==> src/rtl/mips_main_control.sv <==
// Multicycle MIPS main control FSM.
// Decodes the registered opcode and sequences fetch/decode/execute/memory/
// writeback, driving the datapath enables and mux selects as Moore outputs.
// FETCH, MEMRD and MEMWR hold for MEM_LAT extra cycles using a wait counter.
module mips_main_control #(
    parameter int unsigned MEM_LAT = 0
) (
    input  logic       clk,
    input  logic       reset,
    input  logic [5:0] op,
    output logic       IorD,
    output logic       MemWrite,
    output logic       IRWrite,
    output logic       PCWrite,
    output logic       Branch,
    output logic       RegDst,
    output logic       MemtoReg,
    output logic       RegWrite,
    output logic       ALUSrcA,
    output logic [1:0] ALUSrcB,
    output logic [1:0] ALUOp,
    output logic [1:0] PCSrc,
    output logic       illegal_op,
    output logic [3:0] state_o
);

    localparam int unsigned      CW  = (MEM_LAT < 1) ? 1 : $clog2(MEM_LAT + 1);
    localparam logic [CW-1:0]    LAT = CW'(MEM_LAT);

    localparam logic [5:0] OP_RTYPE = 6'd0;
    localparam logic [5:0] OP_J     = 6'd2;
    localparam logic [5:0] OP_BEQ   = 6'd4;
    localparam logic [5:0] OP_ADDI  = 6'd8;
    localparam logic [5:0] OP_LW    = 6'd35;
    localparam logic [5:0] OP_SW    = 6'd43;

    typedef enum logic [3:0] {
        FETCH    = 4'd0,
        DECODE   = 4'd1,
        MEMADR   = 4'd2,
        MEMRD    = 4'd3,
        MEMWB    = 4'd4,
        MEMWR    = 4'd5,
        EXECUTE  = 4'd6,
        ALUWB    = 4'd7,
        BRANCH   = 4'd8,
        ADDIEXEC = 4'd9,
        ADDIWB   = 4'd10,
        JUMP     = 4'd11
    } state_t;

    state_t        state;
    state_t        state_next;
    logic [CW-1:0] cnt;
    logic [CW-1:0] cnt_next;
    logic          wait_done;

    // The counter never exceeds LAT, so equality marks the final memory cycle.
    assign wait_done = (cnt == LAT);

    // State and wait-counter registers with synchronous reset.
    always_ff @(posedge clk) begin
        if (reset) begin
            state <= FETCH;
            cnt   <= '0;
        end else begin
            state <= state_next;
            cnt   <= cnt_next;
        end
    end

    // Next-state logic; op is only looked at in DECODE and MEMADR.
    always_comb begin
        state_next = state;
        cnt_next   = '0;
        case (state)
            FETCH: begin
                if (!wait_done) cnt_next = cnt + CW'(1);
                else            state_next = DECODE;
            end
            DECODE: begin
                case (op)
                    OP_LW, OP_SW: state_next = MEMADR;
                    OP_RTYPE:     state_next = EXECUTE;
                    OP_BEQ:       state_next = BRANCH;
                    OP_ADDI:      state_next = ADDIEXEC;
                    OP_J:         state_next = JUMP;
                    default:      state_next = FETCH;
                endcase
            end
            MEMADR:   state_next = (op == OP_LW) ? MEMRD : MEMWR;
            MEMRD: begin
                if (!wait_done) cnt_next = cnt + CW'(1);
                else            state_next = MEMWB;
            end
            MEMWR: begin
                if (!wait_done) cnt_next = cnt + CW'(1);
                else            state_next = FETCH;
            end
            EXECUTE:  state_next = ALUWB;
            ADDIEXEC: state_next = ADDIWB;
            MEMWB, ALUWB, BRANCH, ADDIWB, JUMP: state_next = FETCH;
            default:  state_next = FETCH;
        endcase
    end

    // Moore outputs decoded from state; everything forced low while reset is high.
    always_comb begin
        IorD       = 1'b0;
        MemWrite   = 1'b0;
        IRWrite    = 1'b0;
        PCWrite    = 1'b0;
        Branch     = 1'b0;
        RegDst     = 1'b0;
        MemtoReg   = 1'b0;
        RegWrite   = 1'b0;
        ALUSrcA    = 1'b0;
        ALUSrcB    = 2'b00;
        ALUOp      = 2'b00;
        PCSrc      = 2'b00;
        illegal_op = 1'b0;
        state_o    = 4'd0;
        if (!reset) begin
            state_o = state;
            case (state)
                FETCH: begin
                    ALUSrcB = 2'b01;
                    IRWrite = wait_done;
                    PCWrite = wait_done;
                end
                DECODE: begin
                    ALUSrcB = 2'b11;
                    case (op)
                        OP_RTYPE, OP_LW, OP_SW, OP_BEQ, OP_ADDI, OP_J: illegal_op = 1'b0;
                        default: illegal_op = 1'b1;
                    endcase
                end
                MEMADR, ADDIEXEC: begin
                    ALUSrcA = 1'b1;
                    ALUSrcB = 2'b10;
                end
                MEMRD: IorD = 1'b1;
                MEMWR: begin
                    IorD     = 1'b1;
                    MemWrite = 1'b1;
                end
                MEMWB: begin
                    MemtoReg = 1'b1;
                    RegWrite = 1'b1;
                end
                ALUWB: begin
                    RegDst   = 1'b1;
                    RegWrite = 1'b1;
                end
                ADDIWB: RegWrite = 1'b1;
                EXECUTE: begin
                    ALUSrcA = 1'b1;
                    ALUOp   = 2'b10;
                end
                BRANCH: begin
                    ALUSrcA = 1'b1;
                    ALUOp   = 2'b01;
                    PCSrc   = 2'b01;
                    Branch  = 1'b1;
                end
                JUMP: begin
                    PCSrc   = 2'b10;
                    PCWrite = 1'b1;
                end
                default: ;
            endcase
        end
    end

endmodule

==> config.mk <==
export PLATFORM = sky130hd
export DESIGN_NAME = mips_main_control
export DESIGN_NICKNAME = d
export VERILOG_FILES = /design/src/rtl/mips_main_control.sv
export SDC_FILE = /design/constraint.sdc
export NUM_CORES = 1
export LEC_CHECK = 0
export BUFFER_PORTS_ARGS = -buffer_cell sky130_fd_sc_hd__buf_4
export CORE_AREA = 2 2 39 41
export CTS_BUF_LIST = sky130_fd_sc_hd__clkbuf_4 sky130_fd_sc_hd__clkbuf_8
export DETAILED_ROUTE_END_ITERATION = 6
export DIE_AREA = 0 0 41 43
export PLACE_DENSITY = 0.84
export RECOVER_POWER = 25
export REMOVE_ABC_BUFFERS = 1
export SYNTH_ARGS = -nofsm -noshare
export SYNTH_HDL_FRONTEND = slang
export SYNTH_SLANG_ARGS = --single-unit
==> constraint.sdc <==
create_clock -name clk -period 1.8 [get_ports clk]
set_input_delay 0.36 -clock clk [delete_from_list [all_inputs] [get_ports clk]]
set_output_delay 0.36 -clock clk [all_outputs]
set_load 0.05 [all_outputs]
Word level (Yosys, flattened, before mapping) --
Cells that the tools add are included.
Storage, ports and cells: bits in latches 0, output and inout bits 20, bits in writable memories 0, memories kept 0, bits in registers 5, logic and storage cells 69, bits of input ports 8, ROM bits 0
Cells by class: divide/modulo/power cells 0, shift-type cells 0, order comparisons 0, eq/ne operators 19, $mul 0, multiplexer cells 34, bitwise logic cells 2, reductions and logical operators 11, add/subtract/negate cells 1
Operators with widths (count):
- 4-bit one-hot mux with 7 select lines | 1
- 1-bit two-way mux | 20
- 4-bit one-hot mux with 5 select lines | 1
- 4-bit by 3-bit equality test with 1-bit output (second input constant) | 4
- 4-bit equality test (second input constant) | 4
- 4-bit two-way mux | 4
- 6-bit equality test (second input constant) | 2
- 3-bit OR reduction | 3
- 4-bit by 2-bit equality test with 1-bit output (second input constant) | 2
- 2-bit one-hot mux with 2 select lines | 2
- 6-bit by 2-bit equality test with 1-bit output (second input constant) | 1
- 6-bit by 3-bit equality test with 1-bit output (second input constant) | 1
- 6-bit by 4-bit equality test with 1-bit output (second input constant) | 1
- 6-bit logical NOT | 1
- 2-bit two-way mux | 3
- 2-bit inequality test (second input constant) | 3
- 2-bit one-hot mux with 3 select lines | 1
- 2-bit OR reduction | 3
- 6-bit OR reduction | 1
- 4-bit by 1-bit equality test with 1-bit output (second input constant) | 1
- 4-bit logical NOT | 1
- 4-bit OR reduction | 1
- 3-bit two-way mux | 1
- 3-bit AND reduction | 1
- 3 further kinds | 4

Longest topological paths before layout --
Gate-level depths: netlist (run 1).
depth after elaboration 5, mapped depth 5, mapped depth without buffers 4

Worst setup path before layout (run 1) --
No wires, ideal clock.
path kind input -> output, start input port reset, end output port PCWrite, setup slack -1675 ps, path buffers 0, data required time 1440 ps, arrival time 3115 ps, stages on the path 3, cells stage by stage and2b_1 > nor4b_1 > or2_1
On the way: cells in the longest elaborated chain, start to end 1
RTL lines:
- start: declaration | line 9 | input logic reset,
- 1-bit two-way mux | line 123 | if (!reset) begin
- end: declaration | line 14 | output logic PCWrite,
No other way between the ends.

Worst setup path after layout (run 1) --
start input port op[1], end output port illegal_op
On the way: cells in the longest elaborated chain, start to end 5, elaborated cells on any way between the ends 10, those cells by class eq/ne: 5; mux: 3; reduce/logical: 2
RTL lines:
- start: declaration | line 10 | input logic [5:0] op,
- 6-bit equality test (tied with other cells) | line 133 | case (op)
- 6-bit OR reduction * | line 133
- 1-bit two-way mux * | line 133
- 1-bit two-way mux * | line 125 | case (state)
- 1-bit two-way mux * | line 123
- end: declaration | line 23 | output logic illegal_op,
Mark *: on every way between the ends. The rest lies on a longest branch, timed or not.

==> results of run 1 <==
repair_timing:
action                                  CTS  global route
pin swaps                                 1             2
endpoints found under the setup margin    5             7
setup buffers                             0             1
gates resized for setup                   6            17
worst max-delay path: stages:
cell and delay [ps]:
buf_4 120, or4_4 530, a21oi_2 190, nor4_4 70, buf_6 150
layer usage:
metal  GRT usage (%)  up-vias
met1           29.03      356
met4           9.333        0
met2           37.19       40
met5               0        -
li1                -      373
met3           5.236        0
logic make-up (layout without fill, tap and decap cells):
family                    after synthesis  count (layout)
AOI/OAI and AO/OA                      18              18
other                                   1               1
xor gates and xnor gates                4               4
buffers and inverters                  11              48
DFF                                     5               5
and+or+nand+nor                        43              43
cells in the final DEF (no fill, tap or decap), drive strengths merged, types with 4 or more instances in the layout:
| cell | count |
|---|---|
| clkbuf | 5 |
| or2 | 4 |
| nand2b | 4 |
| and3 | 5 |
| a21oi | 4 |
| nor3 | 5 |
| buf | 39 |
| nor2 | 8 |
| dfxtp | 5 |
| inv | 4 |
registers in the layout, summed over array words and instances, names as in the netlist:
name   count
cnt        1
state      4
area by class of cell:
type                    count  area share [%]
multi-input cells          66           51.17
flip-flops and latches      5           10.33
inverters                   4           1.476
well taps                  16           1.968
repair buffers             40           32.10
clock buffers               4           2.952
path summary, 6_finish.rpt:
| path | end | slack (ps) | depth (start not counted) |
|---|---|---|---|
| worst max-delay path | illegal_op | 10 | 5 |
| worst max register to register | state[1] | 410 | 5 |
| worst min-delay path | state[3] | 460 | 3 |
| worst min register to register | state[1] | 600 | 2 |
stage by stage:
stage	util, %	TNS [ps]
floorplan	-	-8108
CTS	67.99	-19.71
global placement	63.74	0
global route	73.51	-96.45
finish	73.51	0
detailed placement	63.74	0
power by group through the flow:
stage	combinational, W	clock, W	sequential [W]
floorplan	0.000119	0	0.000130
global placement	0.000202	0	0.000123
detailed placement	0.000206	0	0.000123
CTS	0.000215	0.000147	0.000122
global route	0.000246	0.000155	0.000121
finish	0.000232	0.000138	0.000121
==> results.ini, run 1 <==
[run_status]
outcome=finished clean

[timing]
fin_crit_sh_pct=99.17
fin_ws_ps=14.95
whs_ps=462.1
rsz0062_at_grt=yes
max_freq_mhz=560.2
finClkSkew_ps=0.7608
slew_viol_final=0
layout_min_cycle_time_ps=1785
hold_violations=0
setup_viol=0

[synthesis]
ys_warn_count=0
netlist_top_cells_count=8 x nor2_1, 5 x dfxtp_1, 5 x nor3_1
seq_area_frac_synth_pct=16.49
muxShareOfSynthArea_pct=0
yosysUniqueCellTypes=45
synth-compound-area-share_pct=22.68
synth-async-reset-ratio_pct=0
synth.most_common_cell=nor2_1
syn_area_per_cell_um2=7.400
synth-seq-cells=5
synth_area_um2=606.8
ys_top_cells_by_area=dfxtp_1 16%, nor2_1 4.9%, and3_1 4.1%, nand2b_1 4.1%, nor3_1 4.1%
yosys.area_share.simple_pct=45.77
synth_edf_count=0
synthXorXnorAreaFrac_pct=5.773
synthFlopType=dfxtp_1
syn_inst=82
yosysTopAreaCellShare_pct=16.49
synth_top_family_by_area=simple AND/OR/NAND/NOR gates
synthAdderAreaFrac_pct=0
synth_top_cell_by_area=dfxtp_1

[clock_tree]
cts_hold_buf=0
cts_buffers=3
h-tree-depth=1
numClockSinks=5
cts_root_buf=clkbuf_4
clk_pin_slew_worst_paths_ps=40
clk_latency_ps=230
cts_tree=done
cts_max_path_buffers=2

[detailed_routing]
first_pass_iters=4
viasPerCell=5.696
wl_per_cell_um=13.72
dr.max_layer_used=met3
drc=0
wirelength_um=1852
vias=769
first_iter_violations=19
ant_nets=0
m1WireLength_um=687
dr_wl_met3_um=138
met2WireLength_um=1025

[setup_path]
cp-end-kind=primary output
required_ps=1440
critPathKind=in -> out
reg2reg_from=state[1]
crit_start=op[1]
critPathArrivalTime_ps=1430
cp-start-kind=input pin
worst-path-max-fanout=3

[global_route]
grt_pass1_wl_um=2891
overflow=0
antenna_found_initial=0
grtUsageTotal_pct=23.42
grt_max_degree=16
grt_pass1_vias=698

[pwr]
clockPowerShare_pct=28.2
pwr-share-seq_pct=24.6
p_int_w=0.0003116
total_power_w=0.0004908
p_comb_share_pct=47.2
p_leak_nw=0.4662
power.density_mw_per_mm2=482.5
p_sw_share_pct=36.50
p_sw_w=0.0001792
vdd_drop_max_v=0.0004237

[hold_path]
min-delay-start=reset
hold_class=in -> reg

[floorplan]
dieArea_mm2=0.001763
rows=14
fp.coreArea_mm2=0.001384
die_w_um=41
die_h_um=43
io_pins=28
start_util_pct=43.85

[finish]
area_growth_pct=67.63
fin_cells=135
multi_input_area_um2=520.5
drive_above_1_share_pct=52.94
final_area_mm2=0.001017
final_nets=128
seq_area_um2=105.1
diodes=0
fillers=99

[run]
cap_violations=0

[placement]
hpwlAfterDp_um=1358
port_buffers=27
place.gp.congestion=0.8726
place_inst=130
place_area_um2=882.1
post-place-ws_ps=7.587

Note: power is estimated with default switching activity, not from simulation.
==> inputs of run 2 (changes only) <==
--- a/config.mk
+++ b/config.mk
@@ -10,7 +10,8 @@
 export CTS_BUF_LIST = sky130_fd_sc_hd__clkbuf_4 sky130_fd_sc_hd__clkbuf_8
 export DETAILED_ROUTE_END_ITERATION = 6
 export DIE_AREA = 0 0 41 43
-export PLACE_DENSITY = 0.84
+export HOLD_SLACK_MARGIN = 0.15
+export PLACE_DENSITY = 0.89
 export RECOVER_POWER = 25
 export REMOVE_ABC_BUFFERS = 1
 export SYNTH_ARGS = -nofsm -noshare
==> run 2 against run 1 <==
Net effect: the run now ends with setup timing left; maximum frequency shrank 3.8%; total power grew 4.2%; core utilization grew 2.1 points; critical path type is now reg -> out; highest routed layer is now met4; clock power is essentially flat; critical path depth shrank 1; sequential power is essentially flat; cell area grew 2.8%; non-clock buffer count grew 4; register-to-register slack gained 30 ps; global-route usage grew 2.0 points.
==> results.ini, run 2 (synthesized netlist as in run 1, its figures left out) <==
[run_status]
outcome=complete, but fails checks
violations=setup timing

[placement]
port_buffers=27  ; unchanged
place_area_um2=889.6  ; +0.85%
hpwlAfterDp_um=1332  ; -1.9%
place.gp.congestion=0.9008  ; +3.2%

[pwr]
pwr-share-seq_pct=24.3  ; -0.3 points
vdd_drop_max_v=0.0004077  ; -3.8%
p_int_w=0.0003241  ; +4.0%
p_sw_w=0.0001875  ; +4.7%
p_comb_share_pct=48.1  ; +0.9 points
p_leak_nw=0.4865  ; +4.3%
p_sw_share_pct=36.65  ; +0.14 points
clockPowerShare_pct=27.6  ; -0.6 points
power.density_mw_per_mm2=489.1  ; +1.4%

[timing]
setup_viol=2  ; +2
hold_violations=0  ; unchanged
finalSetupTns_ps=-58.75  ; -58.75 ps
slew_viol_final=0  ; unchanged
rsz0062_at_grt=yes
layout_min_cycle_time_ps=1856  ; +71.15 ps
max_freq_mhz=538.7  ; -3.8%
fin_ws_ps=-56.19  ; -71.15 ps
fin_crit_sh_pct=103.1  ; +4.0 points
finClkSkew_ps=4.314  ; +3.553 ps

[clock_tree]
cts_hold_buf=0  ; unchanged
cts_buffers=3  ; unchanged
h-tree-depth=1  ; unchanged
clk_latency_ps=240  ; about the same
clk_pin_slew_worst_paths_ps=40  ; about the same
numClockSinks=5  ; unchanged
cts_root_buf=clkbuf_4
cts_max_path_buffers=2  ; unchanged
cts_tree=done

[finish]
top_register=state
final_nets=132  ; +3.1%
diodes=0  ; unchanged
area_growth_pct=72.37
final_common_cell=buf_4
drive_above_1_share_pct=56.91  ; +4.0 points
biggestRegsByFlops=state (4), cnt (1)
fin_util_pct=75.59  ; +2.1 points
most-common-layout-cells=37 x buf_4, 7 x nor2_1, 7 x buf_6
final_area_mm2=0.001046  ; +2.8%
largest_register_ffs=4  ; unchanged

[floorplan]
fp.coreArea_mm2=0.001384  ; unchanged
io_pins=28  ; unchanged
die_h_um=43  ; unchanged
die_w_um=41  ; unchanged
start_util_pct=43.85  ; unchanged
dieArea_mm2=0.001763  ; unchanged
rows=14  ; unchanged

[global_route]
antenna_found_initial=0  ; unchanged
use_met2_pct=38.75  ; +1.6 points
grt_pass1_vias=749  ; +7.3%
busiest_layer=met2
grtUsageTotal_pct=25.38  ; +2.0 points
grt_max_degree=16  ; unchanged
grtUsageMet3_pct=5.759  ; +0.52 points
grt_pass1_wl_um=3153  ; +9.1%
grt_use_met1_pct=31.17  ; +2.1 points
overflow=0  ; unchanged

[setup_path]
cp-start-kind=flip-flop
cp-end-kind=primary output
worst-path-max-fanout=2  ; -1
required_ps=1440  ; about the same
critPathKind=reg -> out
critPathArrivalTime_ps=1500  ; +70 ps

[detailed_routing]
drc=0  ; unchanged
wirelength_um=1943  ; +4.9%
first_iter_violations=17  ; -2
first_pass_iters=4  ; unchanged
ant_nets=0  ; unchanged
vias=768  ; -0.13%
viasPerCell=5.525  ; -3.0%
wl_per_cell_um=13.98  ; +1.9%

[run]
cap_violations=0  ; unchanged

[hold_path]
hold_class=in -> reg

## run 2: changes by cell type in the layout (fill, tap and decap cells not counted), sizes merged
cell	previous run	this run
buf	39	44
clkbuf	5	4
## run 2: routing by layer
layer  vias to the layer above  wire (um)
li1                        379          -
met1                       354        765
met2                        29       1059
met3                         6         80
met4                         0         37
met5                         -          0
## run 2: timing repair
action / 4_1_cts / 5_1_grt
resized for setup: 6 / 16
setup endpoints to repair: 4 / 8
setup buffers: 2 / 2
pin swaps: 1 / 5
## run 2: power by group through the flow
| stage | clock, W | combinational [W] | sequential [W] |
|---|---|---|---|
| after floorplan | 0 | 0.000119 | 0.000130 |
| after global placement | 0 | 0.000202 | 0.000123 |
| after detailed placement | 0 | 0.000205 | 0.000123 |
| after CTS | 0.000147 | 0.000219 | 0.000124 |
| after global routing | 0.000160 | 0.000261 | 0.000124 |
| final | 0.000141 | 0.000246 | 0.000124 |
## run 2: final cells by class
| cell class | instances | area (um2) |
|---|---|---|
| clock buffers | 4 | 30.03 |
| multi-input cells | 66 | 516.7 |
| fillers | 105 | 337.8 |
| repair buffers | 44 | 356.6 |
| well taps | 16 | 20.02 |
| flip-flops and latches | 5 | 107.6 |
| inverters | 4 | 15.01 |
## run 2: through the flow
step                       power, W  setup slack [ps]  hold slack, ps  cells
after detailed placement  0.0003285             23.03           680.7    131
after floorplan           0.0002486             -1846           572.4     75
final                     0.0005116            -56.19           528.0    139
after global placement    0.0003250             33.11           666.8    131
after CTS                 0.0004890            -88.97           481.6    137
after global routing      0.0005454            -118.6           540.1    139
## run 2: worst paths after layout
| check | start | end | slack, ps | cells past startpoint |
|---|---|---|---|---|
| setup / recovery | state[2] | illegal_op | -60 | 4 |
| hold / removal | op[4] | state[1] | 530 | 4 |
| setup reg to reg | state[3] | state[1] | 440 | 5 |
| hold reg to reg | state[3] | state[3] | 700 | 3 |
## run 2: critical path, stage by stage, from the launching register on
cell	delay (ps)
dfxtp_2	310
nand2b_4	140
or3_4	350
nor4_4	270
buf_6	190
==> inputs of run 3 (changes only) <==
--- a/config.mk
+++ b/config.mk
@@ -6,12 +6,13 @@
 export NUM_CORES = 1
 export LEC_CHECK = 0
 export BUFFER_PORTS_ARGS = -buffer_cell sky130_fd_sc_hd__buf_4
-export CORE_AREA = 2 2 39 41
+export CELL_PAD_IN_SITES_DETAIL_PLACEMENT = 2
+export CELL_PAD_IN_SITES_GLOBAL_PLACEMENT = 2
+export CORE_UTILIZATION = 25
 export CTS_BUF_LIST = sky130_fd_sc_hd__clkbuf_4 sky130_fd_sc_hd__clkbuf_8
 export DETAILED_ROUTE_END_ITERATION = 6
-export DIE_AREA = 0 0 41 43
 export HOLD_SLACK_MARGIN = 0.15
-export PLACE_DENSITY = 0.89
+export PLACE_DENSITY = 0.92
 export RECOVER_POWER = 25
 export REMOVE_ABC_BUFFERS = 1
 export SYNTH_ARGS = -nofsm -noshare
==> run 3 against run 2 <==
Net effect: the run still ends with setup timing left; clock skew about the same; clock power about the same; first-iteration DRC count decreased by 59%; cell count increased by 9.4%; highest routed layer unchanged.
==> results.ini, run 3 (synthesized netlist as in run 1, its figures left out) <==
[run_status]
outcome=complete, but fails checks
violations=setup timing

[finish]
final_area_mm2=0.001085  ; +3.7%
area_growth_pct=78.76
biggestRegsByFlops=state (4), cnt (1)
fin_cells=152  ; +9.4%
final_common_cell=buf_4
top_register=state
most-common-layout-cells=37 x buf_4, 7 x nor2_1, 6 x buf_6
drive_above_1_share_pct=59.68  ; +2.8 points
final_nets=133  ; +0.76%
diodes=0  ; unchanged
largest_register_ffs=4  ; unchanged

[clock_tree]
cts_buffers=3  ; unchanged
clk_latency_ps=240  ; about the same
clk_pin_slew_worst_paths_ps=40  ; about the same
cts_root_buf=clkbuf_4
cts_max_path_buffers=2  ; unchanged
h-tree-depth=1  ; unchanged
numClockSinks=5  ; unchanged
cts_tree=done

[floorplan]
start_util_pct=26.91  ; -17 points
fp.coreArea_mm2=0.002255  ; +63%
dieArea_mm2=0.002628  ; +49%
die_h_um=51.27  ; +19%
die_w_um=51.27  ; +25%
rows=17  ; +3
io_pins=28  ; unchanged

[placement]
place_area_um2=904.6  ; +1.7%
place_inst=143  ; +9.2%
port_buffers=27  ; unchanged
place.gp.congestion=0.7539  ; -16%
hpwlAfterDp_um=1896  ; +42%
post-place-ws_ps=3.495  ; -19.54 ps

[global_route]
grt_pass1_vias=839  ; +12%
grt_use_met1_pct=26.47  ; -4.7 points
busiest_layer=met2
grt_pass1_wl_um=4195  ; +33%
overflow=0  ; unchanged
grtUsageMet3_pct=2.083  ; -3.7 points
antenna_found_initial=0  ; unchanged
use_met2_pct=40.79  ; +2.0 points
grt_max_degree=16  ; unchanged
grtUsageTotal_pct=22.36  ; -3.0 points

[timing]
rsz0062_at_grt=yes
finClkSkew_ps=4.029  ; -0.2851 ps
fin_crit_sh_pct=104.1  ; +0.93 points
fin_ws_ps=-72.91  ; -16.72 ps
max_freq_mhz=533.9  ; -0.89%
layout_min_cycle_time_ps=1873  ; +16.72 ps
setup_viol=3  ; +1
hold_violations=0  ; unchanged
slew_viol_final=0  ; unchanged

[detailed_routing]
first_iter_violations=7  ; -10
wirelength_um=2909  ; +50%
ant_nets=0  ; unchanged
viasPerCell=5.329  ; -3.6%
vias=810  ; +5.5%
wl_per_cell_um=19.14  ; +37%
drc=0  ; unchanged
first_pass_iters=4  ; unchanged

[setup_path]
crit_buf_inv=1  ; unchanged
cp-start-kind=flip-flop
required_ps=1440  ; about the same
cp_cell_sequence=nand2b_4 -> or3_4 -> nor4_2 -> buf_4
critPathSlowestCell=or3_4
cp_top_family=simple AND/OR/NAND/NOR gates
slowest_delay_ps=340  ; about the same
worst-path-max-fanout=2  ; unchanged
cp-end-kind=primary output
critPathArrivalTime_ps=1510  ; about the same
critPathKind=reg -> out

[run]
cap_violations=0  ; unchanged

[pwr]
total_power_w=0.0005457  ; +6.7%
p_leak_nw=0.4952  ; +1.8%
vdd_drop_max_v=0.0004482  ; +9.9%
p_sw_w=0.0002084  ; +11%
pwr-share-seq_pct=23.0  ; -1.3 points
clockPowerShare_pct=26.1  ; -1.5 points
power.density_mw_per_mm2=503.0  ; +2.8%
p_int_w=0.0003372  ; +4.0%
p_sw_share_pct=38.19  ; +1.5 points
p_comb_share_pct=50.9  ; +2.8 points

[hold_path]
hold_class=in -> reg

[run 3: changes by cell type in the layout (fill, tap and decap cells not counted), sizes merged]
cell,previous run,this run
clkbuf,4,5
[run 3: worst paths after layout]
check / startpoint / end / slack, ps / cells past startpoint
hold / removal: reset / state[3] / 550 / 4
setup / recovery: state[2] / illegal_op / -70 / 4
hold reg to reg: state[1] / state[3] / 700 / 3
setup reg to reg: state[0] / state[1] / 260 / 6
[run 3: area by class of cell]
class                      count  area (um2)
fill                         253        1170
multi-input combinational     66       529.3
timing repair buffer          45       367.9
sequential                     5       107.6
tap                           28       35.03
clock buffer                   4       30.03
inverter                       4       15.01
[run 3: per-stage QoR]
stage	util, %	hold slack [ps]	TNS [ps]
2_1_floorplan	-	572.4	-8108
3_3_place_gp	40.12	670.8	0
3_5_place_dp	40.12	699.7	0
4_1_cts	44.89	532.4	-102.9
5_1_grt	48.11	548.2	-605.0
6_report	48.11	546.5	-111.1
[run 3: per-layer routing]
| metal | routed length, um | vias to the layer above |
|---|---|---|
| met2 | 1485 | 28 |
| met4 | 95 | 0 |
| met3 | 98 | 10 |
| met5 | 0 | - |
| met1 | 1229 | 393 |
| li1 | - | 379 |
[run 3: timing repair]
item	4_1_cts	5_1_grt
hold buffers	0	0
setup buffers	2	3
resized for setup	16	11
pin swaps	1	6
setup endpoints to repair	9	10
[run 3: power by group through the flow]
| stage | combinational [W] | clock (W) | sequential (W) |
|---|---|---|---|
| 6_report | 0.000278 | 0.000143 | 0.000125 |
| 3_5_place_dp | 0.000215 | 0 | 0.000124 |
| 4_1_cts | 0.000239 | 0.000147 | 0.000126 |
| 3_3_place_gp | 0.000206 | 0 | 0.000123 |
| 2_1_floorplan | 0.000119 | 0 | 0.000130 |
| 5_1_grt | 0.000292 | 0.000160 | 0.000126 |
[run 3: worst register-to-register path, stage by stage (launching register included)]
cell and delay [ps]:
dfxtp_2 370, buf_8 150, clkbuf_4 180, nor4bb_1 310, a22oi_2 140, o31ai_1 150, o2bb2ai_1 170
